--- src/rtl/key_debounce_pkg.sv ---
// Shared constants, event byte type and event encoding for the key debouncer.
package key_debounce_pkg;

  localparam int DEF_NUM_KEYS     = 4;
  localparam int DEF_STABLE_TICKS = 3;
  localparam int DEF_FIFO_DEPTH   = 4;

  typedef logic [7:0] evt_byte_t;

  localparam evt_byte_t EVT_PRESS_BASE   = 8'h41;
  localparam evt_byte_t EVT_RELEASE_BASE = 8'h61;

  typedef enum logic {
    EVT_RELEASE = 1'b0,
    EVT_PRESS   = 1'b1
  } evt_dir_t;

  // Uppercase letter for a press, lowercase for a release, offset by key index.
  function automatic evt_byte_t evt_code(input evt_dir_t dir, input logic [4:0] idx);
    return (dir == EVT_PRESS) ? EVT_PRESS_BASE + evt_byte_t'(idx)
                              : EVT_RELEASE_BASE + evt_byte_t'(idx);
  endfunction

endpackage

--- src/rtl/key_debounce_fifo.sv ---
// First-word-fall-through event queue with count-based full/empty flags.
module evt_fifo #(
  parameter int WIDTH = 8,
  parameter int DEPTH = 4
) (
  input  logic             clk,
  input  logic             Reset,
  input  logic             push,
  input  logic [WIDTH-1:0] push_data,
  input  logic             pop,
  output logic [WIDTH-1:0] head,
  output logic             full,
  output logic             empty
);

  localparam int AW = $clog2(DEPTH);

  logic [WIDTH-1:0] mem [DEPTH];
  logic [AW-1:0]    wr_ptr;
  logic [AW-1:0]    rd_ptr;
  logic [AW:0]      count;
  logic             do_push;
  logic             do_pop;

  // A push is refused while full even if the same cycle pops.
  assign do_push = push && !full;
  assign do_pop  = pop && !empty;
  assign full    = (count == (AW+1)'(DEPTH));
  assign empty   = (count == '0);
  assign head    = empty ? '0 : mem[rd_ptr];

  always_ff @(posedge clk or posedge Reset) begin
    if (Reset) begin
      wr_ptr <= '0;
      rd_ptr <= '0;
      count  <= '0;
    end else begin
      if (do_push) wr_ptr <= wr_ptr + 1'b1;
      if (do_pop)  rd_ptr <= rd_ptr + 1'b1;
      case ({do_push, do_pop})
        2'b10:   count <= count + 1'b1;
        2'b01:   count <= count - 1'b1;
        default: count <= count;
      endcase
    end
  end

  always_ff @(posedge clk) begin
    if (do_push) mem[wr_ptr] <= push_data;
  end

endmodule

--- src/rtl/key_debounce.sv ---
// Tick-based key debouncer that queues ASCII press/release events for a UART.
// Define KEY_DEBOUNCE_INVERT_EN for active-low buttons (inputs inverted before sync).
module key_debounce
  import key_debounce_pkg::*;
#(
  parameter int NUM_KEYS     = DEF_NUM_KEYS,
  parameter int STABLE_TICKS = DEF_STABLE_TICKS,
  parameter int FIFO_DEPTH   = DEF_FIFO_DEPTH
) (
  input  logic                clk,
  input  logic                Reset,
  input  logic                Tick,
  input  logic [NUM_KEYS-1:0] Keys_In,
  output logic [NUM_KEYS-1:0] Keys_Level,
  output logic [7:0]          Evt_Data,
  output logic                Evt_Valid,
  input  logic                Evt_Ready,
  output logic                Overflow
);

  localparam int            CW       = $clog2(STABLE_TICKS + 1);
  localparam logic [CW-1:0] CNT_LAST = CW'(STABLE_TICKS - 1);

  logic [NUM_KEYS-1:0] raw;
  logic [NUM_KEYS-1:0] sync1;
  logic [NUM_KEYS-1:0] sync2;
  logic [NUM_KEYS-1:0] pending;
  logic [NUM_KEYS-1:0] qualify;
  logic [NUM_KEYS-1:0] push_mask;
  logic [CW-1:0]       cnt [NUM_KEYS];
  logic [4:0]          sel;
  logic                sel_dir;
  logic                push;
  logic                fifo_full;
  logic                fifo_empty;
  evt_byte_t           push_data;

`ifdef KEY_DEBOUNCE_INVERT_EN
  assign raw = ~Keys_In;
`else
  assign raw = Keys_In;
`endif

  always_comb begin
    qualify = '0;
    for (int i = 0; i < NUM_KEYS; i++)
      qualify[i] = Tick && (sync2[i] != Keys_Level[i]) && (cnt[i] == CNT_LAST);
  end

  // Descending scan so the lowest pending index wins.
  always_comb begin
    sel     = '0;
    sel_dir = 1'b0;
    for (int i = NUM_KEYS - 1; i >= 0; i--) begin
      if (pending[i]) begin
        sel     = 5'(i);
        sel_dir = Keys_Level[i];
      end
    end
  end

  assign push      = (|pending) && !fifo_full;
  assign push_mask = push ? (NUM_KEYS'(1) << sel) : '0;
  assign push_data = evt_code(evt_dir_t'(sel_dir), sel);
  assign Evt_Valid = !fifo_empty;

  always_ff @(posedge clk or posedge Reset) begin
    if (Reset) begin
      sync1      <= '0;
      sync2      <= '0;
      Keys_Level <= '0;
      pending    <= '0;
      Overflow   <= 1'b0;
      for (int i = 0; i < NUM_KEYS; i++) cnt[i] <= '0;
    end else begin
      sync1 <= raw;
      sync2 <= sync1;
      for (int i = 0; i < NUM_KEYS; i++) begin
        if (sync2[i] == Keys_Level[i]) begin
          cnt[i] <= '0;
        end else if (Tick) begin
          if (cnt[i] == CNT_LAST) begin
            cnt[i]        <= '0;
            Keys_Level[i] <= sync2[i];
          end else begin
            cnt[i] <= cnt[i] + 1'b1;
          end
        end
      end
      pending <= (pending & ~push_mask) | qualify;
      // Re-qualifying a key whose previous event is still waiting loses one event.
      if (|(pending & ~push_mask & qualify)) Overflow <= 1'b1;
    end
  end

  evt_fifo #(
    .WIDTH (8),
    .DEPTH (FIFO_DEPTH)
  ) u_fifo (
    .clk       (clk),
    .Reset     (Reset),
    .push      (push),
    .push_data (push_data),
    .pop       (Evt_Valid && Evt_Ready),
    .head      (Evt_Data),
    .full      (fifo_full),
    .empty     (fifo_empty)
  );

endmodule
--- config.mk ---
export PLATFORM = sky130hd
export DESIGN_NAME = key_debounce
export DESIGN_NICKNAME = d
export VERILOG_FILES = /design/src/rtl/key_debounce_pkg.sv /design/src/rtl/key_debounce_fifo.sv /design/src/rtl/key_debounce.sv
export SDC_FILE = /design/constraint.sdc
export NUM_CORES = 1
export LEC_CHECK = 0
export ABC_AREA = 1
export ABC_CLOCK_PERIOD_IN_PS = 4500
export CAP_MARGIN = 30
export CORE_ASPECT_RATIO = 1.75
export CORE_UTILIZATION = 55
export DETAILED_ROUTE_END_ITERATION = 8
export GPL_TIMING_DRIVEN = 0
export PLACE_DENSITY = 0.89
export SLEW_MARGIN = 20
export SYNTH_ARGS = -nofsm -noshare
export SYNTH_HDL_FRONTEND = slang
export SYNTH_SLANG_ARGS = --single-unit
--- constraint.sdc ---
create_clock -name clk -period 4.5 [get_ports clk]
set_input_delay 0.45 -clock clk [delete_from_list [all_inputs] [get_ports clk]]
set_output_delay 0.45 -clock clk [all_outputs]
set_load 0.01 [all_outputs]
==> impl_metrics.env <==
export IMPL_fp_dieH_microns=85.9
export IMPL_crit_slowest_cell="clkdlybuf4s50_1"
export IMPL_netlist_area_leader_share=0.362
export IMPL_slew_headroom=0.565
export IMPL_max_cap_viol_count=0
export IMPL_arrival_ns=1.92
export IMPL_start_util=0.572
export IMPL_dieArea_sq_um=4290
export IMPL_grt_max_degree=33
export IMPL_setup_viol=0
export IMPL_overflow=0
export IMPL_crit_type="reg -> out"
export IMPL_track_usage=0.198
export IMPL_peakVddDrop_v=0.000375
export IMPL_dr_pass1_iters=4
export IMPL_finalClockSkew_ns=0.00651
export IMPL_cpPeakStageDelay_ns=0.54
export IMPL_crit_path_max_fanout=10
export IMPL_rsz0062_at_grt="no"
export IMPL_ant_nets=0
export IMPL_clock_sinks=48
export IMPL_cts_tree="built"
export IMPL_timing_critical_path_cells="buf_2, inv_1, o21ai_0, a21oi_1, clkdlybuf4s50_1"
export IMPL_final_cell_mix="36 x inv_1, 32 x dfrtp_1, 31 x nor2_1, 29 x nand2_1, 24 x o21ai_0"
export IMPL_yosys_area_top_type="dfrtp_1"
export IMPL_end_kind="output port"
export IMPL_yosys_warnings=0
export IMPL_outcome="finished, final reports clean"
export IMPL_crit_buf_inv=3
export IMPL_synth_distinct_cells=23
export IMPL_synth_cells=234
export IMPL_root_buffer="clkbuf_8"
export IMPL_rows=30
export IMPL_area_growth_pct=16.2
export IMPL_core_area_sq_um=3870
export IMPL_fin_setup_tns_ns=0
export IMPL_wl_per_cell_microns=12.0
export IMPL_post_cts_resized=0
export IMPL_antennaDiodeCount=0
export IMPL_dp_hpwl_microns=2840
export IMPL_clockBufferDepth=2
export IMPL_post_cts_buffers=0
export IMPL_grt_pass1_wl_microns=6090
export IMPL_place_gp_congestion=0.786
export IMPL_dieWidth_microns=49.9
export IMPL_port_buffers=18
export IMPL_power_w=0.00173
export IMPL_cellPowerDensity_nw_per_um2=675
export IMPL_vias_per_cell=5.15
export IMPL_worst_pin_slew_ns=0.652
export IMPL_drive_gt1_frac=0.115
export IMPL_finalHoldViolations=0
export IMPL_yosysSeqAreaShare=0.579
export IMPL_path_clk_slew_ns=0.08
export IMPL_hold_path_class="reg -> reg"
export IMPL_cts_buffers=5
export IMPL_grt_pass1_vias=1527
export IMPL_ys_ff_latch=48
export IMPL_finalCritPeriodShare=0.526
export IMPL_synth_avg_cell_area_sq_um=9.45
export IMPL_drt_iter0_drc=43
export IMPL_slew_violations=0
export IMPL_worstSkewPairLatency_ns=0.31
export IMPL_final_util=0.665
export IMPL_layout_commonest_cell="inv_1"
export IMPL_p_leak_nw=1.16
export IMPL_htreeDepth=2
export IMPL_drt_wl_total_microns=3730
export IMPL_startpoint_type="flip-flop"
export IMPL_min_period_ns=2.37
export IMPL_max_freq_mhz=422
export IMPL_pin_count=22
export IMPL_num_vias=1596
export IMPL_netlist_top_cells_area="dfrtp_1 36%, edfxtp_1 22%, inv_1 6.3%, o21ai_0 5.4%, nor2_1 5.3%"
export IMPL_grt_antenna_before_repair=0
export IMPL_cp_top_family="buffers and inverters"
export IMPL_postCtsHoldBufs=0
export IMPL_num_nets_final=277
export IMPL_syn_cell_area_sq_um=2210
export IMPL_route_detailed_drc=0
export IMPL_cp_required_ns=4.05
worst reg2reg max path: stages, from the launching register on:
cell and delay [ns]:
dfrtp_1 0.43, nor2_1 0.16, nand2_2 0.11, nand2_4 0.12
ha_1 0.15, inv_1 0.07, fa_1 0.39, a21oi_1 0.15
o21ai_0 0.11, xor2_1 0.15
cells in the mapped netlist, drive strengths merged:
cell type,count
fa,1
ha,7
nand2,35
a21oi,9
o21ai,25
nor2,37
o31ai,1
edfxtp,16
conb,1
inv,41
buf,5
nand3,19
a22oi,1
xor2,3
xnor2,1
dfrtp,32
registers in the layout, indices dropped and copies added, names as in the netlist:
name           cells
sync1              4
Overflow           1
sync2              4
pending            4
u_fifo.wr_ptr      2
u_fifo.mem        16
u_fifo.rd_ptr      2
cnt                8
Keys_Level         4
u_fifo.count       3
cell families after synthesis:
family                     Yosys count  share of synthesized area
and+or+nand+nor                     91                      0.186
DFF                                 48                      0.579
buffers and inverters               46                     0.0854
AOI/OAI and AO/OA                   36                     0.0837
adders and majority gates            8                     0.0486
xor gates and xnor gates             4                     0.0158
other                                1                    0.00170
worst paths after layout:
check                                          endpoint                         start  slack (ns)  cells after the start
setup reg to reg            u_fifo.count[2]$_DFFE_PP0P_          pending[2]$_DFF_PP0_        2.53                      9
max in group asynchronous  u_fifo.wr_ptr[0]$_DFFE_PP0P_                         Reset        3.52                      2
setup / recovery                            Evt_Data[0]  u_fifo.rd_ptr[0]$_DFFE_PP0P_        2.13                      5
hold reg to reg                      sync2[0]$_DFF_PP0_            sync1[0]$_DFF_PP0_        0.35                      0
min in group asynchronous     Keys_Level[1]$_DFFE_PP0P_                         Reset        0.55                      2
hold / removal                       sync2[0]$_DFF_PP0_            sync1[0]$_DFF_PP0_        0.35                      0
through the flow:
stage,cell area [sq um],setup slack (ns),cells,hold slack [ns]
final,2570,2.13,310,0.354
after global routing,2570,2.02,310,0.359
after CTS,2570,2.16,310,0.357
after detailed placement,2460,2.30,302,0.337
after global placement,2460,2.33,302,0.334
after floorplan,2220,2.71,236,0.331
power breakdown:
part	total [W]	leakage, nW	switching (W)	internal [W]
combinational	0.000714	0.573	0.000419	0.000295
sequential	0.000718	0.537	0.0000957	0.000622
clock	0.000303	0.0503	0.000139	0.000164
total	0.00173	1.16	0.000654	0.00108
routing by layer:
layer	vias to the layer above	GRT usage	routed length, microns
met1	758	0.162	1320
met4	0	0.130	143
li1	789	-	-
met5	-	0	0
met2	39	0.383	2130
met3	10	0.0585	130
final cells by class:
class                      count  area, sq um
multi-input combinational    142          749
sequential                    48         1280
timing repair buffer          18          180
clock inverter                 3         42.5
buffer                         5         35.0
clock buffer                   5         68.8
fill                         306         1290
tap                           48         60.1
inverter                      41          154
Note: power is estimated with default switching activity, not from simulation.
